`config.mk`:
```
export PLATFORM = sky130hd
export DESIGN_NAME = npc_sequencer
export DESIGN_NICKNAME = d
export VERILOG_FILES = /design/src/rtl/npc_sequencer_pkg.sv /design/src/rtl/npc_target_calc.sv /design/src/rtl/npc_sequencer.sv
export SDC_FILE = /design/constraint.sdc
export NUM_CORES = 1
export LEC_CHECK = 0
export CORE_UTILIZATION = 43
export CTS_CLUSTER_DIAMETER = 120
export CTS_CLUSTER_SIZE = 14
export DETAILED_ROUTE_END_ITERATION = 8
export PLACE_DENSITY = 0.72
export SKIP_CTS_REPAIR_TIMING = 1
export SLEW_MARGIN = 25
export SYNTH_ARGS = -nofsm -noshare
export SYNTH_HDL_FRONTEND = slang
export SYNTH_SLANG_ARGS = --single-unit
```
`constraint.sdc`:
```
create_clock -name clk -period 4.88 [get_ports clk]
set_input_delay 0.732 -clock clk [delete_from_list [all_inputs] [get_ports clk]]
set_output_delay 0.732 -clock clk [all_outputs]
set_load 0.02 [all_outputs]
```
`src/rtl/npc_sequencer_pkg.sv`:
```
// Shared types and constants for the next-PC sequencer.
// Control-transfer encodings, FSM states and reset defaults.
package npc_sequencer_pkg;

    localparam logic [31:0] RESET_VECTOR_DEF = 32'h0000_0000;

    localparam logic [1:0] CT_J   = 2'b00;
    localparam logic [1:0] CT_JR  = 2'b01;
    localparam logic [1:0] CT_BR  = 2'b10;
    localparam logic [1:0] CT_RSV = 2'b11;

    typedef enum logic [1:0] {
        BOOT  = 2'b00,
        FETCH = 2'b01,
        HOLD  = 2'b10
    } state_e;

endpackage

```
`src/rtl/npc_target_calc.sv`:
```
// Combinational redirect target formation for J, JR and branches.
// Targets are relative to the delay-slot address ctl_pc + 4.
module npc_target_calc
    import npc_sequencer_pkg::*;
(
    input  logic [1:0]  ctl_type_i,
    input  logic [31:0] ctl_pc_i,
    input  logic [25:0] instr_index_i,
    input  logic [15:0] br_offset_i,
    input  logic        br_taken_i,
    input  logic [31:0] jr_target_i,
    output logic [31:0] target_o,
    output logic        take_o,
    output logic        misaligned_o
);

    logic [31:0] ds;
    logic [31:0] br_off;

    assign ds     = ctl_pc_i + 32'd4;
    assign br_off = {{14{br_offset_i[15]}}, br_offset_i, 2'b00};

    // Select target per transfer type; JR low bits are forced to a word boundary
    always_comb begin
        target_o     = ds;
        take_o       = 1'b0;
        misaligned_o = 1'b0;
        unique case (ctl_type_i)
            CT_J: begin
                target_o = {ds[31:28], instr_index_i, 2'b00};
                take_o   = 1'b1;
            end
            CT_JR: begin
                target_o     = {jr_target_i[31:2], 2'b00};
                take_o       = 1'b1;
                misaligned_o = |jr_target_i[1:0];
            end
            CT_BR: begin
                target_o = ds + br_off;
                take_o   = br_taken_i;
            end
            CT_RSV: begin
                take_o = 1'b0;
            end
            default: begin
                take_o = 1'b0;
            end
        endcase
    end

endmodule

```
`src/rtl/npc_sequencer.sv`:
```
// Next-PC controller: owns the PC and sequences instruction fetch.
// Redirects take effect after the delay-slot fetch completes.
module npc_sequencer
    import npc_sequencer_pkg::*;
#(
    parameter logic [31:0] RESET_VECTOR = RESET_VECTOR_DEF,
    parameter int          ADDR_W       = 32
) (
    input  logic              clk,
    input  logic              rst_n,
    output logic              imem_req,
    output logic [ADDR_W-1:0] imem_addr,
    input  logic              imem_ack,
    input  logic              stall,
    input  logic              ctl_valid,
    input  logic [1:0]        ctl_type,
    input  logic [ADDR_W-1:0] ctl_pc,
    input  logic [25:0]       instr_index,
    input  logic [15:0]       br_offset,
    input  logic              br_taken,
    input  logic [ADDR_W-1:0] jr_target,
    output logic [ADDR_W-1:0] pc_out,
    output logic [ADDR_W-1:0] pc_plus4,
    output logic              redirect_pending,
    output logic              misalign_err
);

    state_e            state_q, state_d;
    logic [ADDR_W-1:0] pc_q, pc_d;
    logic [ADDR_W-1:0] tgt_q, tgt_d;
    logic              pend_q, pend_d;
    logic              mis_q, mis_d;

    logic [ADDR_W-1:0] calc_tgt;
    logic              calc_take;
    logic              calc_mis;
    logic              advance;
    logic              capture;

    npc_target_calc u_calc (
        .ctl_type_i    (ctl_type),
        .ctl_pc_i      (ctl_pc),
        .instr_index_i (instr_index),
        .br_offset_i   (br_offset),
        .br_taken_i    (br_taken),
        .jr_target_i   (jr_target),
        .target_o      (calc_tgt),
        .take_o        (calc_take),
        .misaligned_o  (calc_mis)
    );

    // Only a transfer sitting just before the current fetch is a real
    // redirect; a second one inside a delay slot is dropped.
    assign capture = ctl_valid && calc_take && !pend_q
                   && (ctl_pc == pc_q - ADDR_W'(4));

    assign advance = ((state_q == FETCH) && imem_ack && !stall)
                   || ((state_q == HOLD) && !stall);

    // Fetch handshake FSM: boot, request, and stall-hold after an ack
    always_comb begin
        state_d = state_q;
        unique case (state_q)
            BOOT:    state_d = FETCH;
            FETCH:   if (imem_ack && stall) state_d = HOLD;
            HOLD:    if (!stall) state_d = FETCH;
            default: state_d = BOOT;
        endcase
    end

    // PC select and redirect capture; a same-cycle redirect bypasses capture
    always_comb begin
        pc_d   = pc_q;
        tgt_d  = tgt_q;
        pend_d = pend_q;
        mis_d  = capture && calc_mis;
        if (advance) begin
            pend_d = 1'b0;
            unique case (1'b1)
                pend_q:             pc_d = tgt_q;
                !pend_q && capture: pc_d = calc_tgt;
                default:            pc_d = pc_q + ADDR_W'(4);
            endcase
        end else if (capture) begin
            tgt_d  = calc_tgt;
            pend_d = 1'b1;
        end
    end

    // State and datapath registers with asynchronous reset
    always_ff @(posedge clk or negedge rst_n) begin
        if (!rst_n) begin
            state_q <= BOOT;
            pc_q    <= RESET_VECTOR;
            tgt_q   <= '0;
            pend_q  <= 1'b0;
            mis_q   <= 1'b0;
        end else begin
            state_q <= state_d;
            pc_q    <= pc_d;
            tgt_q   <= tgt_d;
            pend_q  <= pend_d;
            mis_q   <= mis_d;
        end
    end

    assign imem_req         = (state_q == FETCH);
    assign imem_addr        = pc_q;
    assign pc_out           = pc_q;
    assign pc_plus4         = pc_q + ADDR_W'(4);
    assign redirect_pending = pend_q;
    assign misalign_err     = mis_q;

endmodule
```
==> results.sh <==
export IMPL_outcome="finished clean"
export IMPL_insertion_delay_ns=0.33
export IMPL_dpl_hpwl_um=23640
export IMPL_routabilityCongestion=0.9228
export IMPL_port_buffers=212
export IMPL_crit_family="compound AO/OA/AOI/OAI gates"
export IMPL_vias_per_cell=5.985
export IMPL_grt_pass1_wl_um=46280
export IMPL_synthCells=1058
export IMPL_multiInputGateArea_um2=6026
export IMPL_yosysMostFrequentCell="a21oi_1"
export IMPL_max_freq_mhz=217.6
export IMPL_ys_dominant_reg_cell="dfrtp_1"
export IMPL_dp_cells=1471
export IMPL_netlist_area_um2=8368
export IMPL_grt_pass1_vias=8294
export IMPL_io_pins=213
export IMPL_routed_wl_um=30110
export IMPL_r2r_setup_slack_ns=0.58
export IMPL_cp_data_required_time_ns=5.09
export IMPL_syn2layout_area_growth_pct=30.74
export IMPL_die_x_um=141.5
export IMPL_synth_top_area_share_pct=20.33
export IMPL_ys_warn_count=0
export IMPL_power_density_nw_per_um2=407.5
export IMPL_hold_class="in2async"
export IMPL_n_antenna_cell=0
export IMPL_clk_pin_slew_worst_paths_ns=0.06
export IMPL_dr_pass1_iters=5
export IMPL_ys_ff_latch=68
export IMPL_wl_per_cell_um=20.25
export IMPL_grt_usage_pct=29.97
export IMPL_peakVddDrop_mv=0.2363
export IMPL_cp_slowest_cell="clkdlybuf4s50_1"
export IMPL_cts_htree_levels=3
export IMPL_drt_iter0_drc=704
export IMPL_synth_nets=1209
export IMPL_worst_ep_arrival_time_ns=4.81
export IMPL_critical_path_max_stage_delay_ns=0.56
export IMPL_finalSetupViolCount=0
export IMPL_fin_cells=1487
export IMPL_die_area_um2=20020
export IMPL_max_slew_worst_pin_slew_ns=0.7753
export IMPL_crit_chain="clkdlybuf4s50_1 -> ha_1 -> nand4_1 -> nor4_1 -> buf_4 -> nand4_1 -> xnor2_1 -> ha_1 -> a21o_1 -> o21bai_1 -> a21oi_1 -> nor3_1 -> a31oi_1 -> xnor2_1 -> mux4_2 -> mux2_2"
export IMPL_final_hold_violation_count=0
export IMPL_startpoint_type="input pin"
export IMPL_seqCellArea_um2=1703
export IMPL_seq_area_frac_synth_pct=20.33
export IMPL_antenna_found_initial=0
export IMPL_nNetsFinal=1373
export IMPL_cp_max_fo=7
export IMPL_rr_worst_depth=10
export IMPL_drcViolationCount=0
export IMPL_postRouteAntennaNets=0
export IMPL_maxSlewViolCount=0
export IMPL_synth_top_area_cell="dfrtp_1"
export IMPL_overflow=0
export IMPL_numCtsBuffers=9
export IMPL_final_setup_tns_ns=0
export IMPL_period_share_pct=94.17
export IMPL_initial_core_util_pct=44.29
export IMPL_worst_hold_slack_ns=0.4308
export IMPL_yosys_cell_types_count=71
export IMPL_grt_max_degree=67
export IMPL_rsz0062_at_grt="false"
export IMPL_crit_type="in2reg"
export IMPL_cts_tree="built"
export IMPL_crit_buf_inv=2
export IMPL_relSlewSlack_pct=48.31
export IMPL_cts_root_buf="clkbuf_16"
export IMPL_r2r_start="imem_addr[11]$_DFFE_PN0N_"
export IMPL_r2r_end="imem_addr[6]$_DFFE_PN0N_"
export IMPL_async_flop_share_pct=100.0
export IMPL_crit_path_end_kind="register"
export IMPL_rows=50
export IMPL_synthTopCellsByArea="dfrtp_1, xnor2_1, a21oi_1"
export IMPL_finClkSkew_ns=0.004891
export IMPL_period_needed_ns=4.596
export IMPL_syn_avg_cell_area_um2=7.909
export IMPL_cts_sinks=68
export IMPL_p_leak_nw=4.423
export IMPL_cap_violations=0
export IMPL_n_fill_cell=1756
export IMPL_dieHeight_um=141.5
export IMPL_yosys_top_cells_count="a21oi_1, nor2_1, nand2_1"
export IMPL_clockBufferDepth=2
export IMPL_core_area_um2=18890
export IMPL_via_count=8899
export IMPL_layout_drive_gt1_share_pct=10.35
export IMPL_synth_edf_count=0
cell families after synthesis:
logic type / share of synthesized area [%]
AND/OR/NAND/NOR: 25.33
AO/OA/AOI/OAI: 19.08
buffers and inverters: 7.685
XOR/XNOR: 11.20
flip-flops: 20.33
multiplexers: 10.75
adder cells (fa/ha/maj): 5.622
metrics by stage:
step / cell area [um2] / setup WS [ns] / power, mW / util (%)
after global routing: 10940 / 0.01605 / 4.695 / 57.91
after CTS: 10940 / 0.3164 / 4.434 / 57.91
after detailed placement: 10640 / -0.01916 / 3.771 / 56.33
after floorplan: 8368 / 0.4693 / 2.673 / -
after global placement: 10640 / 0.09742 / 3.739 / 56.33
final: 10940 / 0.2844 / 4.458 / 57.91
worst max path at each step:
stage / end / cells past startpoint / slack [ns] / startpoint
3_5_place_dp: tgt_q[27]$_DFFE_PN0P_ / 16 / -0.02 / ctl_pc[2]
5_1_grt: imem_addr[31]$_DFFE_PN0N_ / 17 / 0.02 / ctl_pc[2]
4_1_cts: tgt_q[27]$_DFFE_PN0P_ / 16 / 0.32 / ctl_pc[2]
3_3_place_gp: tgt_q[27]$_DFFE_PN0P_ / 16 / 0.1 / ctl_pc[2]
6_report: tgt_q[27]$_DFFE_PN0P_ / 16 / 0.28 / ctl_pc[2]
2_1_floorplan: tgt_q[22]$_DFFE_PN0P_ / 12 / 0.47 / ctl_pc[9]
layout make-up:
cell class | count | share of cell area [%]
Clock buffer | 15 | 2.447
Clock inverter | 1 | 0.2745
Multi-Input combinational cell | 862 | 55.08
Tap cell | 260 | 2.973
Timing Repair Buffer | 262 | 23.01
Inverter | 19 | 0.6519
Sequential cell | 68 | 15.56
cell usage in the layout, fill, tap and decap left out, types with 6 or more instances in the layout:
cell type and instances:
a21o_1 12, a21oi_1 105, a31oi_1 14, and2_1 10, and3_1 21, and4_1 8
buf_4 48, clkbuf_16 9, clkdlybuf4s50_1 211, dfrtp_1 67, ha_1 36, inv_1 17
mux2_2 32, mux2i_1 19, mux4_2 15, nand2_1 70, nand2b_1 21, nand3_1 41
nand3b_1 12, nand4_1 19, nor2_1 86, nor2b_1 18, nor3_1 25, nor3b_1 8
nor4_1 21, o211ai_1 6, o21a_1 6, o21ai_0 31, o21ai_1 7, o22ai_1 8
o31a_1 8, or3_1 13, or4_1 9, xnor2_1 65, xor2_1 42
layer usage:
layer,vias up,routed length (um),GRT usage [%]
met1,4280,13520,43.76
li1,4169,-,-
met3,30,2686,3.645
met4,0,525,7.923
met2,420,13390,46.59
met5,-,0,0
worst register-to-register path, stage by stage, from the launching register on:
cell and delay, ns:
dfrtp_1 0.51, or4_1 0.73, or4_4 0.63, or3_1 0.41, a221oi_1 0.32, nand4_1 0.21
a2111oi_4 0.44, nand2_1 0.30, buf_4 0.26, o21a_1 0.22, a22oi_1 0.18
flip-flops by register name, summed over array words and instances, names as in the netlist:
name	count
tgt_q	32
redirect_pending	1
state_q	2
imem_addr	32
misalign_err	1
power breakdown:
part / switching (mW) / internal, mW
clock network: 0.230 / 0.424
logic: 1.52 / 1.29
registers: 0.333 / 0.665
total: 2.08 / 2.38
Note: power is estimated with default switching activity, not from simulation.
